### src/rtl/gray_cdc_pkg.sv
// Shared definitions for the gray-pointer CDC path: tracker state encoding
// and gray/binary conversions also used by the upstream synchroniser.
package gray_cdc_pkg;

   typedef enum logic [1:0] {
      ST_INIT  = 2'd0,
      ST_TRACK = 2'd1,
      ST_FAULT = 2'd2
   } state_t;

   localparam int MAX_W = 32;

   function automatic logic [MAX_W-1:0] bin_to_gray(input logic [MAX_W-1:0] b);
      return b ^ (b >> 1);
   endfunction

   // Zero-extended inputs decode correctly once truncated back to the caller's width.
   function automatic logic [MAX_W-1:0] gray_to_bin(input logic [MAX_W-1:0] g);
      logic [MAX_W-1:0] b;
      b = '0;
      b[MAX_W-1] = g[MAX_W-1];
      for (int i = MAX_W-2; i >= 0; i--) begin
         b[i] = b[i+1] ^ g[i];
      end
      return b;
   endfunction

endpackage

### src/rtl/gray_to_bin.sv
// Combinational W-bit gray-to-binary decoder: each binary bit is the XOR of
// all gray bits from the MSB down to that position.
module gray_to_bin #(
   parameter int W = 4
) (
   input  logic [W-1:0] i_gray,
   output logic [W-1:0] o_bin
);

   assign o_bin[W-1] = i_gray[W-1];

   genvar gi;
   generate
      for (gi = W-2; gi >= 0; gi--) begin : g_chain
         assign o_bin[gi] = o_bin[gi+1] ^ i_gray[gi];
      end
   endgenerate

endmodule

### src/rtl/gray_ptr_tracker.sv
// Fast-domain tracker for a synchronised gray pointer: classifies each sample
// as hold / +1 / -1 / illegal and keeps a signed position plus sticky error.
module gray_ptr_tracker
   import gray_cdc_pkg::*;
#(
   parameter int W     = 4,
   parameter int CNT_W = 16,
   parameter int ERR_W = 8
) (
   input  logic             i_clk_f,
   input  logic             i_rst_n,
   input  logic [W-1:0]     i_gray,
   input  logic             i_clr,
   output logic [W-1:0]     o_bin,
   output logic             o_chg,
   output logic             o_dir,
   output logic [CNT_W-1:0] o_pos,
   output logic             o_err,
   output logic [ERR_W-1:0] o_err_cnt,
   output logic [1:0]       o_state
);

   logic [W-1:0]     w_bin;
   logic [W-1:0]     w_delta;
   logic             w_step_up;
   logic             w_step_dn;
   logic             w_illegal;

   state_t           r_state;
   logic [W-1:0]     r_base;
   logic [W-1:0]     r_bin;
   logic             r_chg;
   logic             r_dir;
   logic [CNT_W-1:0] r_pos;
   logic             r_err;
   logic [ERR_W-1:0] r_err_cnt;

   gray_to_bin #(.W(W)) u_g2b (
      .i_gray (i_gray),
      .o_bin  (w_bin)
   );

   // Modulo-2^W difference makes pointer wrap a legal single step both ways.
   assign w_delta   = w_bin - r_base;
   assign w_step_up = (w_delta == {{(W-1){1'b0}}, 1'b1});
   assign w_step_dn = (w_delta == {W{1'b1}});
   assign w_illegal = (w_delta != '0) && !w_step_up && !w_step_dn;

   always_ff @(posedge i_clk_f) begin
      if (!i_rst_n) begin
         r_state   <= ST_INIT;
         r_base    <= '0;
         r_bin     <= '0;
         r_chg     <= 1'b0;
         r_dir     <= 1'b0;
         r_pos     <= '0;
         r_err     <= 1'b0;
         r_err_cnt <= '0;
      end else if (i_clr) begin
         // Clear wins over any step seen this cycle; the next edge re-baselines.
         r_state   <= ST_INIT;
         r_base    <= w_bin;
         r_bin     <= w_bin;
         r_chg     <= 1'b0;
         r_dir     <= 1'b0;
         r_pos     <= '0;
         r_err     <= 1'b0;
         r_err_cnt <= '0;
      end else begin
         r_base <= w_bin;
         r_bin  <= w_bin;
         r_chg  <= 1'b0;
         case (r_state)
            ST_INIT: begin
               r_state <= ST_TRACK;
            end
            ST_TRACK: begin
               if (w_step_up) begin
                  r_chg <= 1'b1;
                  r_dir <= 1'b1;
                  r_pos <= r_pos + 1'b1;
               end else if (w_step_dn) begin
                  r_chg <= 1'b1;
                  r_dir <= 1'b0;
                  r_pos <= r_pos - 1'b1;
               end else if (w_illegal) begin
                  r_err   <= 1'b1;
                  r_state <= ST_FAULT;
                  if (r_err_cnt != {ERR_W{1'b1}}) r_err_cnt <= r_err_cnt + 1'b1;
               end
            end
            ST_FAULT: begin
               if (w_illegal && (r_err_cnt != {ERR_W{1'b1}})) begin
                  r_err_cnt <= r_err_cnt + 1'b1;
               end
            end
            default: begin
               r_state <= ST_INIT;
            end
         endcase
      end
   end

   assign o_bin     = r_bin;
   assign o_chg     = r_chg;
   assign o_dir     = r_dir;
   assign o_pos     = r_pos;
   assign o_err     = r_err;
   assign o_err_cnt = r_err_cnt;
   assign o_state   = r_state;

endmodule

### config.mk
export PLATFORM = sky130hd
export DESIGN_NAME = gray_ptr_tracker
export DESIGN_NICKNAME = d
export VERILOG_FILES = /design/src/rtl/gray_cdc_pkg.sv /design/src/rtl/gray_to_bin.sv /design/src/rtl/gray_ptr_tracker.sv
export SDC_FILE = /design/constraint.sdc
export NUM_CORES = 1
export LEC_CHECK = 0
export CAP_MARGIN = 20
export CORE_ASPECT_RATIO = 0.8
export CORE_MARGIN = 3
export CORE_UTILIZATION = 29
export DETAILED_ROUTE_END_ITERATION = 7
export GPL_ROUTABILITY_DRIVEN = 0
export PLACE_DENSITY_LB_ADDON = 0.05
export SETUP_SLACK_MARGIN = 0.4
export SLEW_MARGIN = 40
export SYNTH_ARGS = -nofsm -noshare
export SYNTH_HDL_FRONTEND = slang
export SYNTH_SLANG_ARGS = --single-unit
### constraint.sdc
create_clock -name i_clk_f -period 4.75 [get_ports i_clk_f]
set_clock_uncertainty 0.1 [all_clocks]
set_input_delay 0.95 -clock i_clk_f [delete_from_list [all_inputs] [get_ports i_clk_f]]
set_output_delay 0.95 -clock i_clk_f [all_outputs]
set_load 0.01 [all_outputs]
==> flow_summary.rst <==
.. list-table::
   :header-rows: 1

   * - Metric
     - Value
   * - Outcome
     - finished, final reports clean
   * - CTS clk-pin slew, worst paths
     - 80 ps
   * - CTS max path bufs
     - 2
   * - Worst hold margin
     - 351 ps
   * - Design Area, Final
     - 3240 um^2
   * - Endpoint of the worst setup timing path
     - o_pos[14]$_SDFFE_PP0P_
   * - Launch instance of the worst register-to-register path
     - o_bin[1]$_SDFF_PN0_
   * - Top cells by area, synth
     - sky130_fd_sc_hd__dfxtp_1, sky130_fd_sc_hd__ha_1, sky130_fd_sc_hd__a21oi_1
   * - Net count of the mapped netlist
     - ~280
   * - Pre-CTS setup slack
     - -606 ps
   * - Detailed-route wire length per cell
     - 13.3 um
   * - Shortest period the worst path allows
     - 4540 ps
   * - Cts bufs inserted
     - 5
   * - Fraction of final layout cells with drive strength greater than 1
     - between 20% and 30%
   * - Per-cell via count in the routed design
     - between 4 and 5
   * - Period utilization
     - 95.5%
   * - Net switching share of the total power
     - 30.6%
   * - Port Buffer Count
     - 39
   * - Top cells by count, synth
     - sky130_fd_sc_hd__dfxtp_1, sky130_fd_sc_hd__nand2_1, sky130_fd_sc_hd__a21oi_1
   * - TritonCTS sink count
     - 33
   * - Wire length of the first global-routing pass
     - between 9000 and 10000 um
   * - Initial core utilization
     - between 30% and 40%
   * - Combinational group share of total power
     - a little under two fifths
   * - Final-report setup violation count
     - 0
   * - Crit. End Element
     - flop
   * - Final cell count without fillers
     - 420
   * - Post-detail-place hpwl
     - 4100 um
   * - Critical path type
     - primary input to flop
   * - Fill count
     - between 600 and 700
   * - DIE WIDTH
     - just over 100 um
   * - Worst-case setup margin in the final layout
     - roughly 210 ps
   * - Number of instances in the synthesized netlist
     - around 250
   * - Via count of the first global-routing pass
     - about 1900
   * - Endpoint of the most critical register-to-register path
     - o_pos[14]$_SDFFE_PP0P_
   * - Post-synthesis share of cell area spent on xor and xnor gates
     - around 8.0%
   * - Min-Delay Path Class
     - flop to flop
   * - P&R area growth vs syn
     - 55.6%
   * - Final Total Pwr
     - around 1 mW
   * - Number of search-and-repair iterations in the first detailed-routing pass
     - 4
   * - Post-synth EDFFs
     - 0
   * - Top FF cell, synth
     - sky130_fd_sc_hd__dfxtp_1
   * - Area of the mapped netlist
     - between 2000 and 2500 um^2
   * - Data arrival time of the worst path
     - roughly 4600 ps
   * - Synth Area in Simple Gates
     - about 24%
   * - Post-layout utilization of the core
     - approximately 49%
   * - Number of max-cap violations
     - 0
   * - Yosys warning total
     - 0
   * - Fmax achieved
     - 0.220 GHz
   * - Post-synthesis area per instance
     - between 8 and 9 um^2
   * - Area of the die
     - between 8000 and 9000 um^2
   * - Critical Path RT
     - around 4800 ps
   * - Aggregate routed wire length
     - 5590 um
   * - Worst relative slew slack
     - between 40% and 50%
   * - Synth Area in Compound Gates
     - between 10% and 20%
   * - Multiplexer area fraction after synthesis
     - less than 1%
   * - Internal power
     - between 0.6 and 0.7 mW
   * - Share of the yosys chip area belonging to registers
     - a little under a third
   * - Core outline area
     - about 6700 um^2
   * - Number of max-slew violations in the final report
     - 0
   * - Setup TNS
     - 0 ps
   * - Vias post-DR
     - between 2000 and 2500
   * - Start point of the critical path
     - i_gray[3]
   * - Net load switching power
     - approximately 0.3 mW
   * - Crit-path max FO
     - 6
   * - Power density cells
     - approximately 310 nW/um^2
   * - Antenna viol nets, final
     - 0
   * - Register-to-Register Setup Slack
     - about 970 ps
   * - Netlist cell types
     - 48
   * - Flop pwr share
     - 29.5%
   * - Main combinational cell family by area after synthesis
     - simple AND/OR/NAND/NOR gates
   * - Ys async rst share
     - 0%
   * - Clock Root Buffer
     - sky130_fd_sc_hd__clkbuf_8
   * - Hold violation total from the final report
     - 0
   * - Part of the power in the clock network
     - 33.0%
   * - Synth top area share
     - a little under a third
   * - Maximum number of pins on one net before global-route repair
     - 16
   * - Total number of H-tree levels
     - 2
   * - VDD IR-drop max
     - approximately 0.14 mV
   * - Die height
     - 81.8 um
   * - Unrepaired setup endpoints after global routing
     - yes
   * - Clock tree from TritonCTS
     - yes
   * - Number of instances in the placed design
     - 407
   * - Post-layout nets
     - about 360
   * - Congestion Overflow GR
     - 0
   * - Area of placed instances
     - 2910 um^2
   * - Slew at the pin with the worst max-slew slack
     - 772 ps
   * - Floorplan row count
     - 26
   * - Synth Area in Adders
     - between 10% and 20%
   * - Top-level port count
     - 40
   * - First-iteration detailed-routing DRC count
     - 48
   * - Inserted Diodes
     - 0
   * - Initial antenna violation count
     - 0
   * - Later-pin clock latency in the skew report
     - a little under 300 ps
   * - Overall Global Routing Usage
     - between 10 and 15%
   * - Cell type with the highest aggregate area in the netlist
     - sky130_fd_sc_hd__dfxtp_1
   * - Drc violations
     - 0
   * - Leakage power total
     - 1.34 nW
   * - Cells on worst reg2reg path
     - 16
   * - Hold-fix buffer count after cts
     - 0
   * - Number of synthesized register bits
     - 33
   * - Type of element launching the critical path
     - primary input
[layout make-up]
type	instances	area, um^2	share of cell area (%)
clock inverters	3	68.8	2.12
multi-input cells	203	1570	48.6
inverters	9	33.8	1.04
clock buffers	5	68.8	2.12
well taps	84	105	3.24
repair buffers	83	731	22.5
flip-flops and latches	33	661	20.4
[flip-flops by register name, indices dropped and copies added, names as in the netlist]
register / count
o_bin: 4
o_chg: 1
o_dir: 1
o_err: 1
o_err_cnt: 8
o_pos: 16
o_state: 2
[metal layers]
metal  vias to the layer above  part of all wire, %  track usage (%)
met5                         -                    0                0
li1                       1059                    -                -
met2                        36                   42             22.1
met3                         4                  4.9             3.06
met1                       922                   52             20.5
met4                         0                 0.81             3.63
[logic make-up after synthesis]
kind of cell             after synthesis
flip-flops                            33
AO/OA/AOI/OAI                         62
buffers and inverters                 16
XOR/XNOR                              19
AND/OR/NAND/NOR                       98
adder cells (fa/ha/maj)               21
multiplexers                           2
[worst max-delay path, cell delays in order]
cell                       delay (ps)
sky130_fd_sc_hd__buf_8            100
sky130_fd_sc_hd__xor2_4           210
sky130_fd_sc_hd__xor2_4           220
sky130_fd_sc_hd__xnor2_2          150
sky130_fd_sc_hd__ha_2             220
sky130_fd_sc_hd__nor2b_1           50
sky130_fd_sc_hd__o21a_1           180
sky130_fd_sc_hd__or3_4            360
sky130_fd_sc_hd__a21o_1           180
sky130_fd_sc_hd__buf_4            140
sky130_fd_sc_hd__or2_4            300
sky130_fd_sc_hd__ha_4             230
sky130_fd_sc_hd__o21a_1           180
sky130_fd_sc_hd__o211ai_1         190
sky130_fd_sc_hd__a31oi_2           70
sky130_fd_sc_hd__o21a_1           230
sky130_fd_sc_hd__a221oi_2         320
sky130_fd_sc_hd__nor4_1           100
sky130_fd_sc_hd__a211o_1          240
[layout by cell type (no fill, tap or decap), types with 9 or more instances in the layout]
master,Yosys,final
sky130_fd_sc_hd__inv_1,9,9
sky130_fd_sc_hd__a21oi_1,25,23
sky130_fd_sc_hd__clkdlybuf4s50_1,0,36
sky130_fd_sc_hd__nand2_1,33,33
sky130_fd_sc_hd__xor2_1,11,9
sky130_fd_sc_hd__nor2_1,19,19
sky130_fd_sc_hd__ha_1,19,11
sky130_fd_sc_hd__buf_4,0,44
sky130_fd_sc_hd__dfxtp_1,33,33
[power by group through the flow]
stage / Combinational, mW / Clock (mW) / Sequential [mW]
global placement: 0.330 / 0 / 0.301
CTS: 0.361 / 0.338 / 0.295
global route: 0.413 / 0.351 / 0.297
detailed placement: 0.327 / 0 / 0.301
finish: 0.374 / 0.329 / 0.295
floorplan: 0.196 / 0 / 0.304
[worst min path at each step]
stage | startpoint | endpoint | slack, ps | depth (start not counted)
6_report | o_err$_SDFFE_PP0P_ | o_err$_SDFFE_PP0P_ | 350 | 2
5_1_grt | o_err$_SDFFE_PP0P_ | o_err$_SDFFE_PP0P_ | 380 | 2
4_1_cts | o_err$_SDFFE_PP0P_ | o_err$_SDFFE_PP0P_ | 360 | 2
3_5_place_dp | o_err$_SDFFE_PP0P_ | o_err$_SDFFE_PP0P_ | 340 | 2
3_3_place_gp | o_err$_SDFFE_PP0P_ | o_err$_SDFFE_PP0P_ | 340 | 2
2_1_floorplan | o_err$_SDFFE_PP0P_ | o_err$_SDFFE_PP0P_ | 370 | 2
[repair_timing]
item,CTS,global route
buffers inserted,4,0
pin swaps,21,18
endpoints found under the setup margin,13,10
resized for setup,26,12
cloned,1,0
No activity file was read; power rests on OpenSTA's default activity.
